<file path="src/rtl/dot_product_engine_if.sv">
// Handshake, operand-memory read and result-memory write bundle for dot_product_engine.
// The engine uses the slave modport; the job issuer and memory side use master.
interface dot_product_engine_if #(
    parameter int DATA_WIDTH = 32,
    parameter int ADDR_WIDTH = 5,
    parameter int LEN_WIDTH  = 5
);
    logic                  start;
    logic                  signed_mode;
    logic [ADDR_WIDTH-1:0] base_addr_a;
    logic [ADDR_WIDTH-1:0] base_addr_b;
    logic [LEN_WIDTH-1:0]  vec_len;
    logic [ADDR_WIDTH-1:0] result_addr;
    logic                  rd_en_a;
    logic [ADDR_WIDTH-1:0] rd_addr_a;
    logic [DATA_WIDTH-1:0] rd_data_a;
    logic                  rd_en_b;
    logic [ADDR_WIDTH-1:0] rd_addr_b;
    logic [DATA_WIDTH-1:0] rd_data_b;
    logic                  wr_en;
    logic [ADDR_WIDTH-1:0] wr_addr;
    logic [DATA_WIDTH-1:0] wr_data;
    logic                  busy;
    logic                  done;
    logic [DATA_WIDTH-1:0] result;

    modport slave (
        input  start, signed_mode, base_addr_a, base_addr_b, vec_len, result_addr,
        input  rd_data_a, rd_data_b,
        output rd_en_a, rd_addr_a, rd_en_b, rd_addr_b,
        output wr_en, wr_addr, wr_data, busy, done, result
    );

    modport master (
        output start, signed_mode, base_addr_a, base_addr_b, vec_len, result_addr,
        output rd_data_a, rd_data_b,
        input  rd_en_a, rd_addr_a, rd_en_b, rd_addr_b,
        input  wr_en, wr_addr, wr_data, busy, done, result
    );
endinterface

</file>
<file path="src/rtl/dot_product_engine.sv">
// Reads two operand vectors word by word, multiply-accumulates LANES element pairs per word
// and writes one sign- or zero-extended result word to the output memory.
//
// state   | meaning
// IDLE    | waiting for start; job parameters captured on acceptance
// READ    | one read per cycle from both operand memories
// DRAIN   | no reads; last returned word is accumulated
// WRITE   | single result write strobe
// DONE    | single-cycle completion pulse
module dot_product_engine #(
    parameter int DATA_WIDTH = 32,
    parameter int ELEM_WIDTH = 8,
    parameter int ADDR_WIDTH = 5,
    parameter int LEN_WIDTH  = 5,
    parameter int ACC_WIDTH  = 24
) (
    input logic clk,
    input logic rst,
    dot_product_engine_if.slave bus
);
    localparam int LANES = DATA_WIDTH / ELEM_WIDTH;

    typedef enum logic [2:0] {
        S_IDLE,
        S_READ,
        S_DRAIN,
        S_WRITE,
        S_DONE
    } state_t;

    state_t                state_q;
    logic                  mode_q;
    logic [ADDR_WIDTH-1:0] base_a_q;
    logic [ADDR_WIDTH-1:0] base_b_q;
    logic [LEN_WIDTH-1:0]  len_q;
    logic [ADDR_WIDTH-1:0] res_addr_q;
    logic [LEN_WIDTH-1:0]  cnt_q;
    logic                  valid_q;
    logic [ACC_WIDTH-1:0]  acc_q;
    logic [ACC_WIDTH-1:0]  acc_d;
    logic                  rd_en_q;
    logic [ADDR_WIDTH-1:0] rd_addr_a_q;
    logic [ADDR_WIDTH-1:0] rd_addr_b_q;
    logic                  wr_en_q;
    logic [ADDR_WIDTH-1:0] wr_addr_q;
    logic [DATA_WIDTH-1:0] wr_data_q;
    logic                  busy_q;
    logic                  done_q;
    logic [DATA_WIDTH-1:0] result_q;

    logic [ACC_WIDTH-1:0]  lane_sum;
    logic [ACC_WIDTH-1:0]  a_ext;
    logic [ACC_WIDTH-1:0]  b_ext;
    logic [DATA_WIDTH-1:0] acc_ext;

    // Operands are extended to ACC_WIDTH first; the truncated product is then exact modulo 2^ACC_WIDTH.
    always_comb begin
        lane_sum = '0;
        a_ext    = '0;
        b_ext    = '0;
        for (int i = 0; i < LANES; i++) begin
            if (mode_q) begin
                a_ext = ACC_WIDTH'($signed(bus.rd_data_a[i*ELEM_WIDTH +: ELEM_WIDTH]));
                b_ext = ACC_WIDTH'($signed(bus.rd_data_b[i*ELEM_WIDTH +: ELEM_WIDTH]));
            end else begin
                a_ext = ACC_WIDTH'(bus.rd_data_a[i*ELEM_WIDTH +: ELEM_WIDTH]);
                b_ext = ACC_WIDTH'(bus.rd_data_b[i*ELEM_WIDTH +: ELEM_WIDTH]);
            end
            lane_sum = lane_sum + a_ext * b_ext;
        end
        acc_d   = valid_q ? acc_q + lane_sum : acc_q;
        acc_ext = mode_q ? DATA_WIDTH'($signed(acc_d)) : DATA_WIDTH'(acc_d);
    end

    always_ff @(posedge clk or posedge rst) begin
        if (rst) begin
            state_q     <= S_IDLE;
            mode_q      <= 1'b0;
            base_a_q    <= '0;
            base_b_q    <= '0;
            len_q       <= '0;
            res_addr_q  <= '0;
            cnt_q       <= '0;
            valid_q     <= 1'b0;
            acc_q       <= '0;
            rd_en_q     <= 1'b0;
            rd_addr_a_q <= '0;
            rd_addr_b_q <= '0;
            wr_en_q     <= 1'b0;
            wr_addr_q   <= '0;
            wr_data_q   <= '0;
            busy_q      <= 1'b0;
            done_q      <= 1'b0;
            result_q    <= '0;
        end else begin
            valid_q <= rd_en_q;
            acc_q   <= acc_d;
            case (state_q)
                S_IDLE: begin
                    if (bus.start) begin
                        mode_q     <= bus.signed_mode;
                        base_a_q   <= bus.base_addr_a;
                        base_b_q   <= bus.base_addr_b;
                        len_q      <= bus.vec_len;
                        res_addr_q <= bus.result_addr;
                        acc_q      <= '0;
                        busy_q     <= 1'b1;
                        if (bus.vec_len == '0) begin
                            cnt_q     <= '0;
                            wr_en_q   <= 1'b1;
                            wr_addr_q <= bus.result_addr;
                            wr_data_q <= '0;
                            result_q  <= '0;
                            state_q   <= S_WRITE;
                        end else begin
                            // Word 0 is issued in the first READ cycle; cnt_q counts words issued.
                            cnt_q       <= LEN_WIDTH'(1);
                            rd_en_q     <= 1'b1;
                            rd_addr_a_q <= bus.base_addr_a;
                            rd_addr_b_q <= bus.base_addr_b;
                            state_q     <= S_READ;
                        end
                    end
                end
                S_READ: begin
                    if (cnt_q == len_q) begin
                        rd_en_q <= 1'b0;
                        state_q <= S_DRAIN;
                    end else begin
                        rd_addr_a_q <= base_a_q + ADDR_WIDTH'(cnt_q);
                        rd_addr_b_q <= base_b_q + ADDR_WIDTH'(cnt_q);
                        cnt_q       <= cnt_q + LEN_WIDTH'(1);
                    end
                end
                S_DRAIN: begin
                    wr_en_q   <= 1'b1;
                    wr_addr_q <= res_addr_q;
                    wr_data_q <= acc_ext;
                    result_q  <= acc_ext;
                    state_q   <= S_WRITE;
                end
                S_WRITE: begin
                    wr_en_q <= 1'b0;
                    done_q  <= 1'b1;
                    state_q <= S_DONE;
                end
                S_DONE: begin
                    done_q  <= 1'b0;
                    busy_q  <= 1'b0;
                    state_q <= S_IDLE;
                end
                default: state_q <= S_IDLE;
            endcase
        end
    end

    assign bus.rd_en_a   = rd_en_q;
    assign bus.rd_en_b   = rd_en_q;
    assign bus.rd_addr_a = rd_addr_a_q;
    assign bus.rd_addr_b = rd_addr_b_q;
    assign bus.wr_en     = wr_en_q;
    assign bus.wr_addr   = wr_addr_q;
    assign bus.wr_data   = wr_data_q;
    assign bus.busy      = busy_q;
    assign bus.done      = done_q;
    assign bus.result    = result_q;
endmodule
</file>
<file path="src/flat_wrapper.sv">
// flat-port wrapper written by rule: the top's interface ports become plain ports
module dot_product_engine_flat 
#(
    parameter int DATA_WIDTH = 32,
    parameter int ELEM_WIDTH = 8,
    parameter int ADDR_WIDTH = 5,
    parameter int LEN_WIDTH  = 5,
    parameter int ACC_WIDTH  = 24
)
  (clk, rst, bus_start, bus_signed_mode, bus_base_addr_a, bus_base_addr_b, bus_vec_len, bus_result_addr, bus_rd_data_a, bus_rd_data_b, bus_rd_en_a, bus_rd_addr_a, bus_rd_en_b, bus_rd_addr_b, bus_wr_en, bus_wr_addr, bus_wr_data, bus_busy, bus_done, bus_result);
  dot_product_engine_if #(.DATA_WIDTH(DATA_WIDTH), .ADDR_WIDTH(ADDR_WIDTH), .LEN_WIDTH(LEN_WIDTH)) bus_i ();
  input logic clk;
  input logic rst;
  input wire logic [$bits(bus_i.start)-1:0] bus_start;
  input wire logic [$bits(bus_i.signed_mode)-1:0] bus_signed_mode;
  input wire logic [$bits(bus_i.base_addr_a)-1:0] bus_base_addr_a;
  input wire logic [$bits(bus_i.base_addr_b)-1:0] bus_base_addr_b;
  input wire logic [$bits(bus_i.vec_len)-1:0] bus_vec_len;
  input wire logic [$bits(bus_i.result_addr)-1:0] bus_result_addr;
  input wire logic [$bits(bus_i.rd_data_a)-1:0] bus_rd_data_a;
  input wire logic [$bits(bus_i.rd_data_b)-1:0] bus_rd_data_b;
  output wire logic [$bits(bus_i.rd_en_a)-1:0] bus_rd_en_a;
  output wire logic [$bits(bus_i.rd_addr_a)-1:0] bus_rd_addr_a;
  output wire logic [$bits(bus_i.rd_en_b)-1:0] bus_rd_en_b;
  output wire logic [$bits(bus_i.rd_addr_b)-1:0] bus_rd_addr_b;
  output wire logic [$bits(bus_i.wr_en)-1:0] bus_wr_en;
  output wire logic [$bits(bus_i.wr_addr)-1:0] bus_wr_addr;
  output wire logic [$bits(bus_i.wr_data)-1:0] bus_wr_data;
  output wire logic [$bits(bus_i.busy)-1:0] bus_busy;
  output wire logic [$bits(bus_i.done)-1:0] bus_done;
  output wire logic [$bits(bus_i.result)-1:0] bus_result;
  assign bus_i.start = bus_start;
  assign bus_i.signed_mode = bus_signed_mode;
  assign bus_i.base_addr_a = bus_base_addr_a;
  assign bus_i.base_addr_b = bus_base_addr_b;
  assign bus_i.vec_len = bus_vec_len;
  assign bus_i.result_addr = bus_result_addr;
  assign bus_i.rd_data_a = bus_rd_data_a;
  assign bus_i.rd_data_b = bus_rd_data_b;
  assign bus_rd_en_a = bus_i.rd_en_a;
  assign bus_rd_addr_a = bus_i.rd_addr_a;
  assign bus_rd_en_b = bus_i.rd_en_b;
  assign bus_rd_addr_b = bus_i.rd_addr_b;
  assign bus_wr_en = bus_i.wr_en;
  assign bus_wr_addr = bus_i.wr_addr;
  assign bus_wr_data = bus_i.wr_data;
  assign bus_busy = bus_i.busy;
  assign bus_done = bus_i.done;
  assign bus_result = bus_i.result;
  dot_product_engine #(.DATA_WIDTH(DATA_WIDTH), .ELEM_WIDTH(ELEM_WIDTH), .ADDR_WIDTH(ADDR_WIDTH), .LEN_WIDTH(LEN_WIDTH), .ACC_WIDTH(ACC_WIDTH)) u_core (.clk(clk), .rst(rst), .bus(bus_i));
endmodule
</file>
<file path="config.mk">
export PLATFORM = sky130hd
export DESIGN_NAME = dot_product_engine_flat
export DESIGN_NICKNAME = d
export VERILOG_FILES = /design/src/rtl/dot_product_engine_if.sv /design/src/rtl/dot_product_engine.sv /design/src/flat_wrapper.sv
export SDC_FILE = /design/constraint.sdc
export NUM_CORES = 2
export LEC_CHECK = 0
export CORE_ASPECT_RATIO = 0.8
export CORE_MARGIN = 2
export CORE_UTILIZATION = 30
export DETAILED_ROUTE_END_ITERATION = 6
export GPL_TIMING_DRIVEN = 0
export MAX_ROUTING_LAYER = met4
export PLACE_DENSITY_LB_ADDON = 0.2
export RECOVER_POWER = 50
export SETUP_SLACK_MARGIN = 0.02
export SYNTH_ARGS = -nofsm -noshare
export SYNTH_HDL_FRONTEND = slang
export SYNTH_SLANG_ARGS = --single-unit
</file>
<file path="constraint.sdc">
create_clock -name clk -period 13.4 [get_ports clk]
set_input_delay 4.02 -clock clk [delete_from_list [all_inputs] [get_ports clk]]
set_output_delay 4.02 -clock clk [all_outputs]
set_load 0.1 [all_outputs]
</file>
==> impl_results.md <==
* DIE AREA at between 100000 and 150000 µm²
* Failing checks: capacitance limit, slew limit
* CP Max Fanout at 10
* Crit path launch type: input port
* Largest net degree at the start of global routing at 67
* Slew @ Worst Pin at between 3000 and 4000 ps
* GRT overflow at 0
* Critical path arrival at between 10000 and 15000 ps
* WL/cell at about 18 µm
* Clk sinks at 98
* Final hold vios at 0
* Status: finished with violations
* Antenna violations before repair at 2
* DRC at 0
* Crit path kind: in -> reg
* PortBufs at between 150 and 200
* Synth cell types at 46
* CTS clk-pin slew, worst paths at around 70 ps
* Fin crit period at 13060 ps
* Slew headroom at -1.428
* Post-Syn Area at a little under 30000 µm²
* Area Growth Syn to Fin at 12.50%
* Final Cycle Share at 0.9743
* Crit. End Element: flip-flop
* Slowest stage delay, CP at between 600 and 700 ps
* First-pass GRT wire length at 125200 µm
* Yosys Warn Count at 0
* R2r setup slk at around 2800 ps
* Syn Inst Count at 2945
* Post-synthesis sequential area ratio at 0.08334
* Clk buf depth at 2
* Clock latency at the later pin of the worst-skew pair at 370 ps
* HPWL Detailed at slightly above 70000 µm
* Antenna-violating nets left at 0
* Post-synth ARST share at 1.000
* Post-Syn Nets at around 4100
* Io pins at roughly 170
* GRT Overall Usage at 0.1683
* Layout cells sized above 1 at 0.03878
* Fill count at roughly 10000
* Die Wd at between 300 and 400 µm
* HP Class: reg -> reg
* Final Wtd Congestion at approximately 0.86
* TritonCTS clock tree: built
* CP most frequent cell: fa_1
* Die Height at around 280 µm
* WP buf/inv at 3
* Count of final setup violators at 0
* Max Fclk at around 77 MHz
* Drt total wl at ~78000 µm
* H-tree levels at 3
* Final core occ at 0.3413
* Number of synthesized flops with an enable pin at 0
* CP required at between 10000 and 15000 ps
* Slew Limit Fails at 101
* Max-cap violation count at 2
* Post-DR vias/cell at 4.230
* Initial core utilization at 0.3034
* #FFs+latches synth at 98
* CP top delay family: adder cells
* Core area at roughly 97000 µm²
* Setup TNS at 0 ps
* Number of global-route vias before repair at 20473
* CTS buffer count at 9
* Layout Nets at 4234
* Clock skew at about 12 ps
* RSZ-0062 raised after global routing: false
* Mean Syn Cell Area at ~10 µm²
* Hold_buf cts at 0
* Vias at 18711
* Ys flop type: dfrtp_1
* Core Rows at between 100 and 150
* Clk root buf: clkbuf_16
* 1st-pass router iterations at 5
* Initial drt markers at around 950
* Critical path's slowest cell: fa_1
-- stage by stage --
stage	instances	setup slack, ps	hold slack (ps)	cell area, µm²
final	4423	344.6	470.8	33110
after global routing	4421	24.92	500.6	33100
after CTS	4421	34.76	482.8	33030
after detailed placement	4404	-1028	465.4	32670
after global placement	4403	-999.5	462.9	32640
after floorplan	2945	975.7	445.0	29430
-- registers in the layout, indices dropped and copies added, names as in the netlist, 3 cells and up, named ones only --
name	count
u_core.state_q	3
u_core.bus.wr_addr	5
u_core.base_a_q	5
u_core.cnt_q	5
u_core.bus.rd_addr_a	5
u_core.base_b_q	5
u_core.len_q	5
u_core.acc_q	23
u_core.res_addr_q	5
u_core.bus.wr_data	25
u_core.bus.rd_addr_b	5
-- worst register-to-register path, cell delays in order, from the launching register on --
cell      delay, ps
dfrtp_1         550
clkbuf_1        460
clkbuf_1        810
nand3_1         400
inv_1           200
fa_1            500
fa_2            660
buf_4           190
fa_1            450
fa_1            600
fa_1            450
fa_1            510
inv_1            50
fa_1            470
inv_1            50
fa_1            480
fa_1            500
fa_1            550
fa_1            430
ha_1            340
and4_1          230
a221o_1         370
or3_1           330
a41oi_2         300
o31ai_1         160
xor2_1          160
mux2i_1         190
o21ai_0         110
-- cell usage in the layout, fill, tap and decap left out, types with 8 or more instances in the layout --
cell type and n:
a21o_1 8, inv_1 887, xnor2_1 87, dfrtp_1 98
and3_1 20, dlygate4sd3_1 12, ha_1 303, nand2_1 240
mux2i_1 30, nor2_1 71, xor2_1 30, clkbuf_16 9
o21ai_0 49, dlymetal6s2s_1 21, clkbuf_2 12, fa_2 10
buf_4 46, and2_1 166, nand3_1 9, a21oi_1 44
clkbuf_1 45, clkdlybuf4s50_1 121, fa_1 716
-- area by class of cell --
| cell class | instances | area (µm²) | area share |
|---|---|---|---|
| multi-input cells | 1849 | 23130 | 0.6988 |
| inverters | 895 | 3368 | 0.1017 |
| flip-flops and latches | 98 | 2452 | 0.07407 |
| repair buffers | 165 | 1675 | 0.05060 |
| well taps | 1300 | 1627 | 0.04913 |
| plain buffers | 98 | 549.3 | 0.01659 |
| clock buffers | 10 | 229.0 | 0.006916 |
| clock inverters | 5 | 65.06 | 0.001965 |
| diodes | 3 | 7.507 | 0.0002268 |
-- metal layers --
layer	track usage	routed length (µm)
met5	-	0
met4	0.01631	584
met3	0.01335	2289
met2	0.2568	36270
met1	0.2522	38440
-- Yosys cell counts, types with 3 or more instances --
| library cell | instances | area, µm² |
|---|---|---|
| clkbuf_1 | 57 | 214.0 |
| nand3_1 | 9 | 45.04 |
| a21oi_1 | 45 | 225.2 |
| xnor2_1 | 87 | 762.0 |
| dfrtp_1 | 98 | 2452 |
| fa_1 | 726 | 14530 |
| a31oi_1 | 3 | 18.77 |
| nor2_1 | 71 | 266.5 |
| nand4_1 | 3 | 18.77 |
| or3_1 | 4 | 25.02 |
| inv_1 | 894 | 3356 |
| o211ai_1 | 3 | 22.52 |
| nand2_1 | 243 | 912.1 |
| and2_1 | 171 | 1070 |
| buf_4 | 41 | 307.8 |
| o21ai_0 | 49 | 245.2 |
| nand2b_1 | 4 | 25.02 |
| ha_1 | 304 | 3804 |
| o21bai_1 | 4 | 30.03 |
| xor2_1 | 31 | 271.5 |
| nor3_1 | 6 | 30.03 |
| mux2i_1 | 30 | 300.3 |
| a21o_1 | 8 | 60.06 |
| and3_1 | 24 | 150.1 |
-- what timing repair did --
| item | 4_1_cts | 5_1_grt |
|---|---|---|
| endpoints found under the setup margin | 7 | 10 |
| gates cloned | 0 | 0 |
| pin swaps | 2 | 4 |
| resized for setup | 20 | 68 |
| buffers inserted | 4 | 2 |
-- kinds of logic (layout without fill, tap and decap cells) --
group / after synthesis / count (layout) / synth area share
flip-flops: 98 / 98 / 0.08334
other: 0 / 3 / 0
AO/OA/AOI/OAI: 126 / 126 / 0.02504
AND/OR/NAND/NOR: 541 / 541 / 0.08797
buffers and inverters: 998 / 1173 / 0.1329
XOR/XNOR: 120 / 120 / 0.03665
multiplexers: 32 / 32 / 0.01097
adder cells (fa/ha/maj): 1030 / 1030 / 0.6232
-- path summary, 6_finish.rpt --
kind,to,startpoint,cells after the start
worst max-delay path,u_core.bus.wr_data[22],bus_rd_data_a[9],26
worst min-delay path,u_core.valid_q,u_core.bus.rd_en_a,0
worst max register to register,u_core.bus.wr_data[22],u_core.mode_q,27
worst min register to register,u_core.valid_q,u_core.bus.rd_en_a,0
max in group asynchronous,u_core.base_a_q[3],rst,3
min in group asynchronous,u_core.bus.wr_data[7],rst,2
Power is left out: the tool's default activity adds up to more than one toggle a clock period on the data nets, which glitch-free logic cannot reach.
